### src/rtl/ccu_pkg.sv
// ccu_pkg: shared snoop channel types, FSM states and response bit positions for the CCU.
package ccu_pkg;
    localparam int unsigned CrRespDataTransfer = 0;
    typedef struct packed {
        logic [31:0] addr;
        logic [3:0]  snoop;
        logic [2:0]  prot;
    } ac_chan_t;
    typedef struct packed {
        logic [63:0] data;
        logic        last;
    } cd_chan_t;
    typedef struct packed {
        ac_chan_t ac;
        logic     ac_valid;
        logic     cr_ready;
        logic     cd_ready;
    } snoop_req_t;
    typedef struct packed {
        logic       ac_ready;
        logic       cr_valid;
        logic [4:0] cr_resp;
        logic       cd_valid;
        cd_chan_t   cd;
    } snoop_resp_t;
    typedef enum logic [1:0] {IDLE, AC, RESP} snoop_state_e;
endpackage

### src/rtl/ccu_snoop_arbiter_if.sv
// ccu_snoop_arbiter_if: requester-side and master-side snoop buses of the snoop arbiter.
interface ccu_snoop_arbiter_if import ccu_pkg::*; #(parameter int unsigned NoReqs = 2) ();
    snoop_req_t  [NoReqs-1:0] slv_req;
    snoop_resp_t [NoReqs-1:0] slv_resp;
    snoop_req_t               mst_req;
    snoop_resp_t              mst_resp;
    modport slave  (input slv_req, mst_resp, output slv_resp, mst_req);
    modport master (output slv_req, mst_resp, input slv_resp, mst_req);
endinterface

### src/rtl/ccu_snoop_rr_arb.sv
// ccu_snoop_rr_arb: combinational round-robin pick of the first valid index at or after rr_i.
module ccu_snoop_rr_arb #(
    parameter  int unsigned NoReqs = 2,
    localparam int unsigned IdxW   = NoReqs > 1 ? $clog2(NoReqs) : 1
) (
    input  logic [NoReqs-1:0] valid_i,
    input  logic [IdxW-1:0]   rr_i,
    output logic [IdxW-1:0]   gnt_idx_o,
    output logic              gnt_valid_o
);
    int              s;
    logic [IdxW-1:0] idx;
    // Scan offsets from the far end so the nearest valid index to rr_i wins.
    always_comb begin
        gnt_idx_o   = '0;
        gnt_valid_o = 1'b0;
        s           = 0;
        idx         = '0;
        for (int i = NoReqs - 1; i >= 0; i--) begin
            s   = int'(rr_i) + i;
            s   = s >= int'(NoReqs) ? s - int'(NoReqs) : s;
            idx = IdxW'(s);
            if (valid_i[idx]) begin
                gnt_idx_o   = idx;
                gnt_valid_o = 1'b1;
            end
        end
    end
endmodule

### src/rtl/ccu_snoop_arbiter.sv
// ccu_snoop_arbiter: shares one snoop master port between requesters, one locked transaction at a time.
module ccu_snoop_arbiter import ccu_pkg::*; #(
    parameter  int unsigned NoReqs = 2,
    localparam int unsigned IdxW   = NoReqs > 1 ? $clog2(NoReqs) : 1
) (
    input  logic                clk_i,
    input  logic                rst_i,
    ccu_snoop_arbiter_if.slave  bus,
    output logic                busy_o
);
    snoop_state_e             state_q, state_d;
    logic [IdxW-1:0]          rr_q, rr_d, owner_q, owner_d, gnt_idx;
    logic                     cr_done_q, cr_done_d, cd_done_q, cd_done_d, dt_q, dt_d;
    logic                     gnt_valid, ac_hs, cr_hs, cd_hs, cd_block;
    logic [NoReqs-1:0]        ac_valids;
    snoop_req_t               own_req, mst_req;
    snoop_resp_t [NoReqs-1:0] slv_resp;

    assign own_req      = bus.slv_req[owner_q];
    assign bus.mst_req  = mst_req;
    assign bus.slv_resp = slv_resp;

    always_comb begin
        ac_valids = '0;
        for (int k = 0; k < int'(NoReqs); k++) ac_valids[k] = bus.slv_req[k].ac_valid;
    end

    ccu_snoop_rr_arb #(.NoReqs(NoReqs)) u_rr_arb (
        .valid_i     (ac_valids),
        .rr_i        (rr_q),
        .gnt_idx_o   (gnt_idx),
        .gnt_valid_o (gnt_valid)
    );

    always_ff @(posedge clk_i or posedge rst_i) begin
        if (rst_i) begin
            state_q   <= IDLE;
            rr_q      <= '0;
            owner_q   <= '0;
            cr_done_q <= 1'b0;
            cd_done_q <= 1'b0;
            dt_q      <= 1'b0;
        end else begin
            state_q   <= state_d;
            rr_q      <= rr_d;
            owner_q   <= owner_d;
            cr_done_q <= cr_done_d;
            cd_done_q <= cd_done_d;
            dt_q      <= dt_d;
        end
    end

    always_comb begin
        state_d   = state_q;
        rr_d      = rr_q;
        owner_d   = owner_q;
        cr_done_d = cr_done_q;
        cd_done_d = cd_done_q;
        dt_d      = dt_q;
        case (state_q)
            IDLE: if (gnt_valid) begin
                owner_d = gnt_idx;
                state_d = AC;
            end
            AC: if (ac_hs) begin
                rr_d      = owner_q == IdxW'(NoReqs - 1) ? '0 : owner_q + 1'b1;
                cr_done_d = 1'b0;
                cd_done_d = 1'b0;
                dt_d      = 1'b0;
                state_d   = RESP;
            end
            RESP: begin
                if (cr_hs) begin
                    cr_done_d = 1'b1;
                    dt_d      = bus.mst_resp.cr_resp[CrRespDataTransfer];
                end
                if (cd_hs && bus.mst_resp.cd.last) cd_done_d = 1'b1;
                if (cr_done_d && (!dt_d || cd_done_d)) state_d = IDLE;
            end
            default: state_d = IDLE;
        endcase
    end

    // CD is refused once CR has announced no data, including in the CR cycle itself.
    always_comb begin
        mst_req          = '0;
        slv_resp         = '0;
        cr_hs            = state_q == RESP && bus.mst_resp.cr_valid && own_req.cr_ready;
        cd_block         = cr_done_q ? !dt_q : cr_hs && !bus.mst_resp.cr_resp[CrRespDataTransfer];
        mst_req.ac       = state_q == AC ? own_req.ac : '0;
        mst_req.ac_valid = state_q == AC && own_req.ac_valid;
        mst_req.cr_ready = state_q == RESP && own_req.cr_ready;
        mst_req.cd_ready = state_q == RESP && own_req.cd_ready && !cd_block;
        ac_hs            = mst_req.ac_valid && bus.mst_resp.ac_ready;
        cd_hs            = mst_req.cd_ready && bus.mst_resp.cd_valid;
        slv_resp[owner_q].ac_ready = state_q == AC && bus.mst_resp.ac_ready;
        slv_resp[owner_q].cr_valid = state_q == RESP && bus.mst_resp.cr_valid;
        slv_resp[owner_q].cr_resp  = state_q == RESP ? bus.mst_resp.cr_resp : '0;
        slv_resp[owner_q].cd_valid = state_q == RESP && bus.mst_resp.cd_valid && !cd_block;
        slv_resp[owner_q].cd       = state_q == RESP ? bus.mst_resp.cd : '0;
        busy_o           = state_q != IDLE;
    end

`ifndef SYNTHESIS
    cd_after_nodata: assert property (@(posedge clk_i) disable iff (rst_i)
        !(state_q == RESP && bus.mst_resp.cd_valid && cd_block));
`endif
endmodule

### src/flat_wrapper.sv
// flat-port wrapper written by rule: the top's interface ports become plain ports
module ccu_snoop_arbiter_flat import ccu_pkg::*;
#(
    parameter  int unsigned NoReqs = 2,
    localparam int unsigned IdxW   = NoReqs > 1 ? $clog2(NoReqs) : 1
)
  (clk_i, rst_i, busy_o, bus_slv_req, bus_mst_resp, bus_slv_resp, bus_mst_req);
  ccu_snoop_arbiter_if #(.NoReqs(NoReqs)) bus_i ();
  input  logic clk_i;
  input  logic rst_i;
  output logic busy_o;
  input wire logic [$bits(bus_i.slv_req)-1:0] bus_slv_req;
  input wire logic [$bits(bus_i.mst_resp)-1:0] bus_mst_resp;
  output wire logic [$bits(bus_i.slv_resp)-1:0] bus_slv_resp;
  output wire logic [$bits(bus_i.mst_req)-1:0] bus_mst_req;
  assign bus_i.slv_req = bus_slv_req;
  assign bus_i.mst_resp = bus_mst_resp;
  assign bus_slv_resp = bus_i.slv_resp;
  assign bus_mst_req = bus_i.mst_req;
  ccu_snoop_arbiter #(.NoReqs(NoReqs)) u_core (.clk_i(clk_i), .rst_i(rst_i), .bus(bus_i), .busy_o(busy_o));
endmodule
### config.mk
export PLATFORM = sky130hd
export DESIGN_NAME = ccu_snoop_arbiter_flat
export DESIGN_NICKNAME = d
export VERILOG_FILES = /design/src/rtl/ccu_pkg.sv /design/src/rtl/ccu_snoop_arbiter_if.sv /design/src/rtl/ccu_snoop_rr_arb.sv /design/src/rtl/ccu_snoop_arbiter.sv /design/src/flat_wrapper.sv
export SDC_FILE = /design/constraint.sdc
export NUM_CORES = 1
export LEC_CHECK = 0
export CAP_MARGIN = 20
export CORE_AREA = 2 2 133 135
export CTS_CLUSTER_DIAMETER = 80
export DETAILED_ROUTE_END_ITERATION = 8
export DIE_AREA = 0 0 135 137
export GPL_TIMING_DRIVEN = 0
export PLACE_DENSITY_LB_ADDON = 0.1
export SLEW_MARGIN = 10
export SYNTH_ARGS = -nofsm -noshare
export SYNTH_HDL_FRONTEND = slang
export SYNTH_HIERARCHICAL = 1
export SYNTH_SLANG_ARGS = --single-unit
### constraint.sdc
create_clock -name clk_i -period 3.76 [get_ports clk_i]
set_input_delay 0.564 -clock clk_i [delete_from_list [all_inputs] [get_ports clk_i]]
set_output_delay 0.564 -clock clk_i [all_outputs]
set_load 0.01 [all_outputs]
Word level (Yosys, flattened, before mapping):

Index checks and enable logic that the tools add are counted.

* output and inout port bits: 189
* register bits: 7
* logic and storage cells: 94

* $add $sub $neg: 4
* mux-type cells: 45
* order comparisons: 6
* bitwise operators: 1
* equal/unequal tests: 5
* reduce and logical (&&, ||, !) cells: 27

Operators by type and width (count)
* $bwmux 146: 4
* $demux 73 s1: 5
* $and 146x146->146: 1
* $mux 65: 2
* $mux 42: 2
* $mux 73: 1
* $mux 72: 1
* $mux 71: 1
* $mux 66: 1
* $mux 39: 1
* $mux 1: 19
* $logic_and 1x1->1: 15
* $lt 1x2->1 const B: 3
* $mux 2: 3
* $ne 2x1->1 const B: 3
* $pmux 1 s2: 3
* $pmux 2 s3: 1
* $reduce_and 2->1: 3
* $mux 5: 1
* $logic_not 1->1: 4
* $reduce_bool 2->1: 2
* $reduce_and 3->1: 1
* $add 1x1->2 const B: 1
* $eq 2x1->1 const B: 1
* other kinds (8): 9

Longest topological paths before layout:

* word-level depth: 15
* depth in mapped cells: 5
* gate-level depth less buffers: 4

Cells and area by module:

Netlist, hierarchy kept.

Modules (own cells, without submodules)
* ccu_snoop_arbiter: cells an instance 308, area an instance 2003.2 µm², seq. area each 175.2 µm², times used 1
* ccu_snoop_rr_arb: cells an instance 3, area an instance 17.5 µm², seq. area each 0.0 µm², times used 1

Worst setup path before layout:

No wires, ideal clock.

* kind: reg-to-output
* start: register u_core.state_q[0]
* end: output port bus_slv_resp[0]
* path buffers: 3
* arrival: 1.328 ns
* required time: 3.196 ns
* path slack: 1.868 ns
* stages on the path, launching flop included: 6
* cell sequence: dfrtp_1 nor2b_1 clkbuf_1 buf_2 clkbuf_1 and3_1

* cells in the longest elaborated chain, start to end: 3

RTL lines
* start, declared: line ccu_snoop_arbiter.sv:11 `snoop_state_e state_q, state_d;`
* start signal, assigned: line ccu_snoop_arbiter.sv:44 `state_q <= state_d;`
* $eq 2x2->1: line ccu_snoop_arbiter.sv:100 `slv_resp[owner_q].cd = state_q == RESP ? bus.mst_resp.cd : '0;`
* $mux 65: line ccu_snoop_arbiter.sv:100
* $bwmux 146: line ccu_snoop_arbiter.sv:100
* end, declared: line flat_wrapper.sv:14 `output wire logic [$bits(bus_i.slv_resp)-1:0] bus_slv_resp;`

No other way between the ends.

Worst setup path in the final report:

* start: register u_core.state_q[1]
* end: output port bus_slv_resp[36]

Same word-level chain as after synthesis.

==> run_results.csv <==
group,metric,value,unit
clock_tree,cts_resized,0,
routing,wl_per_cell,18.4,um
flow_run,maxCapViolations,0,
floorplanning,dieArea,0.0185,mm2
sta,post-route-period-util,0.886,
logic_synthesis,yosysUniqueCellTypes,24,
sta,rsz0062_at_grt,"false",
worst_setup_path,end_kind,"primary output",
logic_synthesis,synth_seq_cells,7,
clock_tree,cts_buffers,3,
worst_setup_path,cp_max_fo,10,
logic_synthesis,syn_area,0.00202,mm2
logic_synthesis,avgSynthCellArea,6.50,um2
cells_and_area,stdcell_count,887,
worst_setup_path,crit_chain,"nor2b_1 > clkbuf_1 > buf_2 > clkbuf_1 > and3_1 > clkdlybuf4s50_1",
placement,place_inst,883,
clock_tree,clock_latency,0.23,ns
cells_and_area,final_common_cell,"clkdlybuf4s50_1",
worst_setup_path,r2r_end,"u_core/state_q[1]",
routing,vias_per_cell,4.23,
power,p_per_area,446,mW/mm2
worst_setup_path,slowest_stage,"clkdlybuf4s50_1",
worst_setup_path,r2r_setup_slack,2.13,ns
sta,max_freq,300,MHz
floorplanning,fp.dieH,137,um
floorplanning,pin_count,348,
grt,grt_pass1_wl,23300,um
clock_tree,cts_hold_buffers,0,
floorplanning,core_region_area,0.0171,mm2
grt,grt_overflow,0,
clock_tree,clk_pin_slew_worst_paths,0.04,ns
logic_synthesis,syn_inst,311,
worst_hold_path,hp-class,"flip-flop to flip-flop",
sta,slew_violations,0,
logic_synthesis,yosysWarnings,6,
sta,hold_viol,0,
placement,finalWeightedCongestion,0.843,
logic_synthesis,yosysSeqAreaShare,0.0867,
grt,grt_pass1_vias,3930,
worst_setup_path,critPathTopFamily,"buffers and inverters",
routing,vias,3754,
cells_and_area,fin_nets,822,
worst_hold_path,worstHoldEndpoint,"u_core/cd_done_q",
floorplanning,rows,48,
worst_hold_path,hp-start,"u_core/cd_done_q",
routing,first_pass_iters,4,
sta,slew_headroom,0.565,
sta,min_period,3.33,ns
clock_tree,root_buffer,"clkbuf_16",
routing,route.detailed.drc,0,
clock_tree,h-tree-depth,1,
worst_setup_path,criticalPathCategory,"flip-flop to primary output",
sta,fin_worst_skew,0.00107,ns
cells_and_area,n_fill_cell,1809,
clock_tree,cts_tree,"yes",
clock_tree,post_cts_buffers,0,
worst_setup_path,worstReg2RegStart,"u_core/owner_q",
power,ir_drop,0.000247,V
routing,drt-initial-drc-count,116,
sta,setup_viol,0,
logic_synthesis,synth_top_area_cell,"and3_1",
cells_and_area,n_antenna_cell,0,
cells_and_area,drive_gt1_frac,0.0227,
floorplanning,start_util,0.118,
placement,dp_hpwl,13600,um
clock_tree,clock_path_buffers,2,
grt,grt_antenna_before_repair,0,
logic_synthesis,yosys-top-cells-area,"and3_1, mux2i_1, nor2_1",
worst_setup_path,startpoint_type,"flip-flop",
run_status,status,"finished, final reports clean",
worst_setup_path,cp.arrival,2.77,ns
routing,totalWireLength,16300,um
grt,grt_util_all_layers,0.164,
floorplanning,fp.dieW,135,um
worst_setup_path,critPathRequiredTime,3.20,ns
grt,grt_max_degree,11,
placement,numPortBuffers,347,
worst_hold_path,hold_depth,2,
worst_setup_path,critPathMaxStageDelay,0.58,ns
logic_synthesis,syn_nets,470,
worst_setup_path,cp_num_buf_inv,4,
cells_and_area,layout_common_cells,"clkdlybuf4s50_1, and3_1, nor2_1, mux2i_1, clkbuf_1",
worst_setup_path,cpMostUsedCell,"clkbuf_1",
sta,worst_slew_pin_slew,0.652,ns
sta,fin_setup_tns,0,ns
clock_tree,clock-sinks,7,
power,total_leakage_power,2.69,nW
cells_and_area,syn_to_final_growth,190,%
logic_synthesis,synth_top_area_frac,0.433,
worst_setup_path,reg2reg_depth,5,
routing,postRouteAntennaNets,0,
-- kinds of logic after synthesis --
| kind of cell | Yosys count | synth area share |
|---|---|---|
| AO/OA/AOI/OAI | 8 | 0.0303 |
| buffers and inverters | 47 | 0.0929 |
| flip-flops | 7 | 0.0867 |
| multiplexers | 44 | 0.219 |
| AND/OR/NAND/NOR | 205 | 0.571 |
-- state kept, by name, summed over array words and instances (netlist names) --
| name | cells |
|---|---|
| u_core/state_q | 2 |
| u_core/owner_q | 1 |
| u_core/cr_done_q | 1 |
| u_core/rr_q | 1 |
| u_core/cd_done_q | 1 |
| u_core/dt_q | 1 |
-- power by group --
group / internal [W] / switching [W] / total (W)
registers: 0.000106 / 0.0000258 / 0.000132
logic: 0.00110 / 0.00119 / 0.00230
clock network: 0.000140 / 0.0000422 / 0.000182
-- routing by layer --
layer	track usage	share of wire	up-vias
li1	-	-	1804
met1	0.175	0.37	1730
met2	0.333	0.54	208
met3	0.0356	0.085	12
met4	0.0220	0.010	0
met5	0	0	-
-- worst reg2reg max path, delay by kind of cell, from the launching register on --
family / cells / cell delay [ns]
buffers and inverters: 1 / 0.18
AND/OR/NAND/NOR: 1 / 0.21
AO/OA/AOI/OAI: 2 / 0.45
flip-flops: 1 / 0.31
multiplexers: 1 / 0.36
-- cell usage after synthesis --
| master | instances |
|---|---|
| inv_1 | 6 |
| nand2b_1 | 2 |
| a41oi_2 | 1 |
| buf_2 | 6 |
| nor2_1 | 51 |
| nand3b_1 | 1 |
| nand2_1 | 2 |
| and3_1 | 140 |
| nor3_1 | 3 |
| mux2_2 | 2 |
| nand3_1 | 1 |
| o31ai_1 | 1 |
| a21boi_1 | 1 |
| clkbuf_1 | 34 |
| buf_4 | 1 |
| or4_4 | 1 |
| nor2b_1 | 2 |
| dfrtp_1 | 7 |
| nand4b_1 | 1 |
| a221o_1 | 1 |
| or2_1 | 1 |
| o21ai_0 | 1 |
| a21oi_1 | 3 |
| mux2i_1 | 42 |
-- stage by stage --
step | worst slack [ns] | hold WS [ns] | instance area (um2) | utilization | total power [W]
3_5_place_dp | 0.593 | 0.505 | 5780 | 0.339 | 0.00247
5_1_grt | 0.202 | 0.531 | 5860 | 0.343 | 0.00282
3_3_place_gp | 0.618 | 0.504 | 5780 | 0.339 | 0.00247
2_1_floorplan | 1.87 | 0.367 | 2020 | - | 0.00116
6_report | 0.427 | 0.507 | 5860 | 0.343 | 0.00261
4_1_cts | 0.334 | 0.513 | 5860 | 0.343 | 0.00267
-- final cells by class --
cell class	instances	area, um2	area share
repair buffers	347	3470	0.593
multi-input cells	257	1660	0.283
well taps	225	282	0.0481
flip-flops and latches	7	175	0.0299
plain buffers	41	165	0.0282
clock buffers	3	75.1	0.0128
inverters	6	22.5	0.00385
clock inverters	1	5.00	0.000855
-- worst max path at each step --
stage,start,to,slack (ns),cells past startpoint
after global routing,u_core/state_q[1],bus_slv_resp[63],0.20,6
after detailed placement,u_core/state_q[1],bus_slv_resp[63],0.59,6
after global placement,u_core/state_q[1],bus_slv_resp[63],0.62,6
after floorplan,u_core/state_q[0],bus_slv_resp[0],1.87,5
final,u_core/state_q[1],bus_slv_resp[36],0.43,6
after CTS,u_core/state_q[1],bus_slv_resp[63],0.33,6
(Power assumes the default switching activity.)
